File: src/rtl/cruise_pkg.sv
// Shared cruise-control types and default limits, also
// reused by the speed display and throttle-actuator stages.
package cruise_pkg;

   typedef enum logic {
      IDLE   = 1'b0,
      CRUISE = 1'b1
   } state_t;

   localparam logic OP_ADD = 1'b0;
   localparam logic OP_SUB = 1'b1;

   localparam logic [7:0] DEF_MAX_SPEED   = 8'd200;
   localparam logic [7:0] DEF_MIN_CRUISE  = 8'd30;
   localparam logic [7:0] DEF_ACCEL_STEP  = 8'd2;
   localparam logic [7:0] DEF_BRAKE_STEP  = 8'd4;
   localparam logic [7:0] DEF_CRUISE_STEP = 8'd5;
   localparam int         DEF_COAST_DIV   = 8;

   // Target nudge, clamped to [lo, hi] without touching the adder.
   function automatic logic [7:0] step_target(
      input logic [7:0] t,
      input logic       up,
      input logic [7:0] step,
      input logic [7:0] lo,
      input logic [7:0] hi
   );
      logic [8:0] s;
      logic [7:0] r;
      if (up) begin
         s = {1'b0, t} + {1'b0, step};
         r = (s > {1'b0, hi}) ? hi : s[7:0];
      end else begin
         s = {1'b0, lo} + {1'b0, step};
         r = ({1'b0, t} < s) ? lo : t - step;
      end
      return r;
   endfunction

endpackage

File: src/rtl/cruise_speed_regulator_if.sv
// Operand/result bus between the regulator and the shared
// 8-bit adder/subtractor.
interface cruise_speed_regulator_if;

   logic [7:0] add_a;
   logic [7:0] add_b;
   logic       add_sel;
   logic       add_en;
   logic [7:0] add_s;
   logic       add_cout;

   modport master (
      output add_a,
      output add_b,
      output add_sel,
      output add_en,
      input  add_s,
      input  add_cout
   );

   modport slave (
      input  add_a,
      input  add_b,
      input  add_sel,
      input  add_en,
      output add_s,
      output add_cout
   );

endinterface

File: src/rtl/cruise_sat_unit.sv
// Clamps the raw adder/subtractor result into the legal
// speed range [0, max_speed].
import cruise_pkg::*;

module cruise_sat_unit (
   input  logic [7:0] add_s,
   input  logic       add_cout,
   input  logic       add_sel,
   input  logic [7:0] max_speed,
   output logic [7:0] sat_s
);

   always_comb begin
      sat_s = add_s;
      if (add_sel == OP_ADD) begin
         if (add_cout || (add_s > max_speed))
            sat_s = max_speed;
      end else if (!add_cout) begin
         // carry-out low on subtract is a borrow
         sat_s = '0;
      end
   end

endmodule

File: src/rtl/cruise_speed_regulator.sv
// Speed/cruise controller: picks one speed op per cycle,
// drives the external adder and registers the clamped result.
import cruise_pkg::*;

module cruise_speed_regulator #(
   parameter logic [7:0] MAX_SPEED   = DEF_MAX_SPEED,
   parameter logic [7:0] MIN_CRUISE  = DEF_MIN_CRUISE,
   parameter logic [7:0] ACCEL_STEP  = DEF_ACCEL_STEP,
   parameter logic [7:0] BRAKE_STEP  = DEF_BRAKE_STEP,
   parameter logic [7:0] CRUISE_STEP = DEF_CRUISE_STEP,
   parameter int         COAST_DIV   = DEF_COAST_DIV
) (
   input  logic       clk,
   input  logic       rst_n,
   input  logic       throttle,
   input  logic       brake,
   input  logic       cruise_set,
   input  logic       cruise_off,
   input  logic       cruise_up,
   input  logic       cruise_down,
   cruise_speed_regulator_if.master adder,
   output logic [7:0] speed,
   output logic [7:0] target,
   output logic       cruising
);

   localparam int CW = (COAST_DIV > 1) ? $clog2(COAST_DIV) : 1;
   localparam logic [CW-1:0] COAST_LAST = CW'(COAST_DIV - 1);

   state_t        state_q, state_d;
   logic [7:0]    speed_q, speed_d;
   logic [7:0]    target_q, target_d;
   logic [CW-1:0] coast_q, coast_d;

   logic       op_en;
   logic       op_sel;
   logic [7:0] op_b;
   logic [7:0] sat_s;
   logic       pedal;

   assign pedal = brake | throttle;

   always_ff @(posedge clk) begin
      if (!rst_n) begin
         state_q  <= IDLE;
         speed_q  <= '0;
         target_q <= '0;
         coast_q  <= '0;
      end else begin
         state_q  <= state_d;
         speed_q  <= speed_d;
         target_q <= target_d;
         coast_q  <= coast_d;
      end
   end

   // Speed operation select, strict priority.
   always_comb begin
      op_en  = 1'b0;
      op_sel = OP_ADD;
      op_b   = '0;
      if (rst_n) begin
         if (brake) begin
            op_en  = 1'b1;
            op_sel = OP_SUB;
            op_b   = BRAKE_STEP;
         end else if (throttle) begin
            op_en  = 1'b1;
            op_sel = OP_ADD;
            op_b   = ACCEL_STEP;
         end else if (state_q == CRUISE) begin
            unique case (1'b1)
               (speed_q < target_q): begin
                  op_en  = 1'b1;
                  op_sel = OP_ADD;
                  op_b   = 8'd1;
               end
               (speed_q > target_q): begin
                  op_en  = 1'b1;
                  op_sel = OP_SUB;
                  op_b   = 8'd1;
               end
               default: ;
            endcase
         end else if (coast_q == COAST_LAST) begin
            op_en  = 1'b1;
            op_sel = OP_SUB;
            op_b   = 8'd1;
         end
      end
   end

   cruise_sat_unit u_sat (
      .add_s     (adder.add_s),
      .add_cout  (adder.add_cout),
      .add_sel   (op_sel),
      .max_speed (MAX_SPEED),
      .sat_s     (sat_s)
   );

   always_comb begin
      speed_d = op_en ? sat_s : speed_q;
      coast_d = '0;
      if ((state_q == IDLE) && !pedal)
         coast_d = (coast_q == COAST_LAST) ? '0 : coast_q + CW'(1);
   end

   // Cruise FSM and target; brake dominates everything.
   always_comb begin
      state_d  = state_q;
      target_d = target_q;
      if (brake) begin
         state_d = IDLE;
      end else if (cruise_off) begin
         state_d = IDLE;
      end else if (cruise_set && (speed_q >= MIN_CRUISE)) begin
         state_d  = CRUISE;
         target_d = speed_q;
      end else if ((state_q == CRUISE) && (cruise_up ^ cruise_down)) begin
         target_d = step_target(target_q, cruise_up, CRUISE_STEP,
                                MIN_CRUISE, MAX_SPEED);
      end
   end

   assign adder.add_a   = speed_q;
   assign adder.add_b   = op_b;
   assign adder.add_sel = op_sel;
   assign adder.add_en  = op_en;

   assign speed    = speed_q;
   assign target   = target_q;
   assign cruising = (state_q == CRUISE);

endmodule

File: src/flat_wrapper.sv
// flat-port wrapper written by rule: the top's interface ports become plain ports
module cruise_speed_regulator_flat 
#(
   parameter logic [7:0] MAX_SPEED   = DEF_MAX_SPEED,
   parameter logic [7:0] MIN_CRUISE  = DEF_MIN_CRUISE,
   parameter logic [7:0] ACCEL_STEP  = DEF_ACCEL_STEP,
   parameter logic [7:0] BRAKE_STEP  = DEF_BRAKE_STEP,
   parameter logic [7:0] CRUISE_STEP = DEF_CRUISE_STEP,
   parameter int         COAST_DIV   = DEF_COAST_DIV
)
  (clk, rst_n, throttle, brake, cruise_set, cruise_off, cruise_up, cruise_down, speed, target, cruising, adder_add_a, adder_add_b, adder_add_sel, adder_add_en, adder_add_s, adder_add_cout);
  cruise_speed_regulator_if adder_i ();
  input  logic clk;
  input  logic rst_n;
  input  logic throttle;
  input  logic brake;
  input  logic cruise_set;
  input  logic cruise_off;
  input  logic cruise_up;
  input  logic cruise_down;
  output logic [7:0] speed;
  output logic [7:0] target;
  output logic cruising;
  output wire logic [$bits(adder_i.add_a)-1:0] adder_add_a;
  output wire logic [$bits(adder_i.add_b)-1:0] adder_add_b;
  output wire logic [$bits(adder_i.add_sel)-1:0] adder_add_sel;
  output wire logic [$bits(adder_i.add_en)-1:0] adder_add_en;
  input wire logic [$bits(adder_i.add_s)-1:0] adder_add_s;
  input wire logic [$bits(adder_i.add_cout)-1:0] adder_add_cout;
  assign adder_add_a = adder_i.add_a;
  assign adder_add_b = adder_i.add_b;
  assign adder_add_sel = adder_i.add_sel;
  assign adder_add_en = adder_i.add_en;
  assign adder_i.add_s = adder_add_s;
  assign adder_i.add_cout = adder_add_cout;
  cruise_speed_regulator #(.MAX_SPEED(MAX_SPEED), .MIN_CRUISE(MIN_CRUISE), .ACCEL_STEP(ACCEL_STEP), .BRAKE_STEP(BRAKE_STEP), .CRUISE_STEP(CRUISE_STEP), .COAST_DIV(COAST_DIV)) u_core (.clk(clk), .rst_n(rst_n), .throttle(throttle), .brake(brake), .cruise_set(cruise_set), .cruise_off(cruise_off), .cruise_up(cruise_up), .cruise_down(cruise_down), .adder(adder_i), .speed(speed), .target(target), .cruising(cruising));
endmodule
File: config.mk
export PLATFORM = sky130hd
export DESIGN_NAME = cruise_speed_regulator_flat
export DESIGN_NICKNAME = d
export VERILOG_FILES = /design/src/rtl/cruise_pkg.sv /design/src/rtl/cruise_speed_regulator_if.sv /design/src/rtl/cruise_sat_unit.sv /design/src/rtl/cruise_speed_regulator.sv /design/src/flat_wrapper.sv
export SDC_FILE = /design/constraint.sdc
export NUM_CORES = 1
export LEC_CHECK = 0
export BUFFER_PORTS_ARGS = -buffer_cell sky130_fd_sc_hd__buf_2
export CAP_MARGIN = 20
export CORE_ASPECT_RATIO = 1.1
export CORE_MARGIN = 3
export CORE_UTILIZATION = 35
export DETAILED_ROUTE_END_ITERATION = 10
export PLACE_DENSITY = 0.54
export SLEW_MARGIN = 20
export SYNTH_ARGS = -nofsm -noshare
export SYNTH_HDL_FRONTEND = slang
export SYNTH_HIERARCHICAL = 1
export SYNTH_SLANG_ARGS = --single-unit
File: constraint.sdc
create_clock -name clk -period 3.3 [get_ports clk]
set_input_delay 0.165 -clock clk [delete_from_list [all_inputs] [get_ports clk]]
set_output_delay 0.165 -clock clk [all_outputs]
set_load 0.03 [all_outputs]
==> After elaboration in Yosys (flattened, before gate mapping) <==
Cells that the tools add are included.
{ "classes": {"add_sub_neg": 3, "multipliers": 0, "n_div": 0, "magnitude_cmp": 6, "eq_ne": 1, "shifts": 0, "n_mux": 25, "bitwise": 7, "n_reduce_logical": 10} }
{ "ops": {"columns": ["cell", "n"], "rows": [
  ["$mux W8", 12],
  ["$mux W1", 13],
  ["$add A8 B3 Y9 const B", 1],
  ["$gt A9 B8 Y1 const B", 1],
  ["$ge A8 B5 Y1 const B", 1],
  ["$gt A8 B8 Y1", 1],
  ["$gt A8 B8 Y1 const B", 1],
  ["$lt A8 B6 Y1 const B", 1],
  ["$lt A8 B8 Y1", 1],
  ["$sub A8 B3 Y8 const B", 1],
  ["$reduce_or A3 Y1", 2],
  ["$not A1 Y1", 5],
  ["$add A3 B1 Y3 const B", 1],
  ["$eq A3 B3 Y1 const B", 1],
  ["$logic_and A1 B1 Y1", 3],
  ["$reduce_and A3 Y1", 1],
  ["$reduce_bool A2 Y1", 1],
  ["$reduce_or A2 Y1", 1],
  ["$logic_not A1 Y1", 1],
  ["$logic_or A1 B1 Y1", 1],
  ["$or A1 B1 Y1", 1],
  ["$xor A1 B1 Y1", 1]
]} }
{ "word_totals": {"regBits": 20, "latch_bits": 0, "ram_bits": 0, "romBits": 0, "inputBits": 17, "wordCells": 56, "n_memories": 0} }

==> Longest topological paths before layout <==
{ "logic_depth": {"ltp_word": 7, "ltp_mapped": 16, "mapped_depth_nobuf": 13} }

==> Modules after synthesis <==
The synthesis kept the hierarchy.
{ "modules_own_cells": {"columns": ["module", "instances", "cells_per_inst", "area_each_um2", "seq_area_each_um2"], "rows": [
  ["cruise_speed_regulator", 1, 235, 1904.3, 400.4],
  ["cruise_sat_unit", 1, 69, 490.5, 0.0]
]} }

==> Worst setup path before layout <==
Ideal clock, no wire load.
{ "synth_timing": {"path_type": "register to register", "startpoint": "register u_core.target_q[1], in the netlist u_core/target[1]", "endpoint": "register u_core.speed_q[0], in the netlist u_core/adder.add_a[0]", "setup_ns": 0.072, "t_arrival_ns": 3.250, "t_required_ns": 3.228, "slack_ns": -0.022, "path_stages_with_launch": 15, "period_less_slack_ns": 3.322, "cell_sequence": "dfxtp_1 inv_1 ha_1 nor2b_1 o21a_1 o21a_1 o21ai_0 nand3_1 a41o_1 clkdlybuf4s15_1 nor2_1 nand4_1 nand3b_1 nand2_1 mux2i_1"} }
{ "synth_via": {"elab_chain_len": 7} }
{ "synth_rtl": {"columns": ["element", "line_no", "source"], "rows": [
  ["from (decl)", "cruise_speed_regulator.sv:32", "logic [7:0] target_q, target_d;"],
  ["from (signal assigned)", "cruise_speed_regulator.sv:52", "target_q <= target_d;"],
  ["$gt A8 B8 Y1", "cruise_speed_regulator.sv:78", "(speed_q > target_q): begin"],
  ["$mux W1", "cruise_speed_regulator.sv:72", "unique case (1'b1)"],
  ["$mux W1", "cruise_speed_regulator.sv:71", "end else if (state_q == CRUISE) begin"],
  ["$mux W1", "cruise_speed_regulator.sv:67", "end else if (throttle) begin"],
  ["$mux W1", "cruise_speed_regulator.sv:63", "if (brake) begin"],
  ["$mux W1", "cruise_speed_regulator.sv:62", "if (rst_n) begin"],
  ["via adder_add_sel", "flat_wrapper.sv:26", "output wire logic [$bits(adder_i.add_sel)-1:0] adder_add_sel;"],
  ["$mux W8", "cruise_sat_unit.sv:15", "if (add_sel == OP_ADD) begin"],
  ["via u_core.sat_s[0]", "cruise_speed_regulator.sv:38", "logic [7:0] sat_s;"],
  ["to (signal assigned)", "cruise_speed_regulator.sv:51", "speed_q <= speed_d;"],
  ["to (decl)", "cruise_speed_regulator.sv:31", "logic [7:0] speed_q, speed_d;"]
]} }
The timed path passes the listed nets, and every way through them passes these cells.
A chain may end at the register's enable or synchronous reset.

==> Worst setup path after layout <==
{ "layout_timing": {"startpoint": "register u_core.target_q[1], in the netlist u_core/target[1]", "endpoint": "register u_core.speed_q[5], in the netlist u_core/adder.add_a[5]"} }
{ "layout_via": {"elab_chain_len": 7} }
{ "layout_rtl": {"columns": ["element", "line_no"], "rows": [
  ["$gt A8 B8 Y1", "cruise_speed_regulator.sv:78"],
  ["$mux W1", "cruise_speed_regulator.sv:72"],
  ["$mux W1", "cruise_speed_regulator.sv:71"],
  ["$mux W1", "cruise_speed_regulator.sv:67"],
  ["$mux W1", "cruise_speed_regulator.sv:63"],
  ["$mux W1", "cruise_speed_regulator.sv:62"],
  ["$mux W8", "cruise_sat_unit.sv:15"],
  ["via u_core.sat_s[5]", "cruise_speed_regulator.sv:38"]
]} }
The timed path passes the listed nets, and every way through them passes these cells.

==> out/metrics.yaml <==
required_ns: 3.50
final_cell_mix: "buf_2 (46), nand2_1 (30), ha_1 (21), conb_1 (21), dfxtp_1 (19)"
track_usage_pct: 16.4
row_count: 30
portBuffers: 46
antenna_found_initial: 0
post_cts_buffers: 0
p_leak_nw: 1.22
route.detailed.drc: 0
cts_resized: 0
core_area_sq_um: 6380
ys_warn_count: 6
synth_edf_count: 0
clock_latency_ns: 0.26
synth-compound-area-share_pct: 27.6
fmax_ghz: 0.344
cp-end-kind: "flip-flop"
period_share_pct: 88.1
p_per_area_nw_per_um2: 311
period_needed_ns: 2.91
die_y_um: 92.8
synth-seq-cells: 20
grt_max_degree: 29
hold_buffers: 0
n_antenna_cell: 0
numCtsBuffers: 3
ys.flop_type: "dfxtp_1"
crit_arrival_ns: 3.11
place_congestion: 0.804
cts.clk_slew.worst_paths_ns: 0.08
synth_xor_xnor_area_share_pct: 1.83
fillCellCount: 697
final_layout_size_suffix_gt1_share_pct: 23.9
critPathKind: "flip-flop to flip-flop"
vias_per_cell: 5.46
hold_viol_final: 0
drt_wl_total_um: 6330
vdd_drop_max_mv: 0.200
grt_pass1_vias: 2208
syn_area_sq_um: 2390
wl_per_cell_um: 14.8
die-area_sq_um: 7870
start_util_pct: 37.5
synthMuxAreaShare_pct: 4.60
vias: 2336
nNetsFinal: 387
async_reset_ff_share_pct: 0
numClockSinks: 20
yosysUniqueCellTypes: 72
fin_worst_skew_ns: 0.00255
cts-root-buf: "clkbuf_8"
hpwl_um: 4880
crit_path_max_fanout: 10
yosysSeqAreaShare_pct: 16.7
crit_path_start_kind: "flip-flop"
finalSetupTns_ns: 0
layout_commonest_cell: "buf_2"
drv_cap: 0
fp.dieW_um: 84.9
cts_buffer_depth: 2
ios: 52
final_util_pct: 41.5
outcome: "complete, no violations"
drt_pass1_iterations: 4
synthCells: 304
synth_fa_ha_area_share_pct: 11.0
drt_iter0_drc: 83
syn_avg_cell_area_sq_um: 7.88
slew_headroom_pct: 62.1
yosysTopAreaCell: "dfxtp_1"
setup_viol: 0
cts_htree_levels: 1
synth_top_family_by_area: "compound AO/OA/AOI/OAI gates"
final_antenna_net_count: 0
area_growth_pct: 10.6
grt_pass1_wl_um: 10800
report.final.slew_viol_count: 0
synth_top_area_share_pct: 16.7
synthTopCellsByArea: "dfxtp_1 (17%), ha_1 (11%), buf_4 (5.6%), nand2_1 (4.7%), mux2i_1 (4.6%)"
cts_tree: "done"
grt-ovfl-total: 0
rsz0062_at_grt: "false"
hold_class: "input port to flip-flop"
synthSimpleGateAreaFrac_pct: 23.9
worst_pin_slew_ns: 0.569
[logic make-up after synthesis]
family	Yosys count
buffers and inverters	52
AND/OR/NAND/NOR	107
AO/OA/AOI/OAI	86
XOR/XNOR	5
other	2
multiplexers	11
flip-flops	20
adder cells (fa/ha/maj)	21
[metal layers]
| metal | routed length (um) | share of wire, % | global-route usage, % |
|---|---|---|---|
| met5 | 0 | 0 | 0 |
| met4 | 112 | 1.8 | 5.01 |
| met3 | 224 | 3.5 | 1.69 |
| met2 | 3070 | 49 | 28.3 |
| met1 | 2920 | 46 | 21.5 |
[power by group]
group / internal [mW] / switching, mW / total, mW / leakage [nW]
clock: 0.106 / 0.0882 / 0.195 / 0.0288
combinational: 0.130 / 0.211 / 0.340 / 1.03
sequential: 0.257 / 0.0307 / 0.288 / 0.164
total: 0.493 / 0.330 / 0.823 / 1.22
[flip-flops by register name (all words and copies together), names as in the netlist]
name	cells
u_core/coast_q	3
u_core/cruising	1
u_core/adder.add_a	8
u_core/target	8
[worst max-delay path: stages (launching register included)]
cell,delay [ns]
dfxtp_2,0.43
inv_1,0.10
ha_1,0.30
nor2b_1,0.13
o21a_1,0.16
o21a_1,0.15
o21ai_0,0.23
nand3_1,0.11
a41o_1,0.32
nor2_1,0.43
nand4_1,0.15
nand3_1,0.13
nand2_1,0.06
mux2i_1,0.13
[area by class of cell]
| type | instances | area (sq um) | area share, % |
|---|---|---|---|
| clock buffer | 4 | 55.1 | 2.08 |
| inverter | 19 | 71.3 | 2.69 |
| multi-input combinational | 251 | 1730 | 65.3 |
| sequential | 20 | 402 | 15.2 |
| tap | 80 | 100 | 3.78 |
| timing repair buffer | 54 | 290 | 11.0 |
[path summary, 6_finish.rpt]
kind,depth (start not counted),slack (ns),startpoint,endpoint
max,13,0.39,u_core/target[1],u_core/adder.add_a[5]
min,2,0.09,cruise_off,u_core/cruising
max reg2reg,13,0.39,u_core/target[1],u_core/adder.add_a[5]
min reg2reg,1,0.42,u_core/coast_q[0],u_core/coast_q[0]
[through the flow]
step	hold WS, ns	area [sq um]	power (mW)	cells	worst slack (ns)
after global placement	0.378	2590	0.629	424	0.521
final	0.0926	2650	0.823	428	0.392
after CTS	0.0863	2650	0.828	428	0.425
after detailed placement	0.375	2590	0.631	424	0.468
after floorplan	0.238	2470	0.563	323	0.0747
after global routing	0.0926	2650	0.884	428	0.0543
[cell usage after synthesis (3+ instances only)]
cell,count
a211o_2,7
a21boi_1,3
a21oi_1,11
a22oi_1,8
and2_1,5
and4_1,3
buf_2,4
buf_4,18
buf_6,3
clkbuf_8,4
dfxtp_1,20
ha_1,21
inv_1,18
mux2i_1,11
nand2_1,30
nand3_1,10
nand3b_1,3
nand4_1,10
nor2_1,14
nor2b_1,8
nor3_1,6
o211a_1,3
o211ai_1,5
o21ai_0,12
o31ai_1,4
or3_1,3
xnor2_1,5
Note: power is estimated with default switching activity, not from simulation.
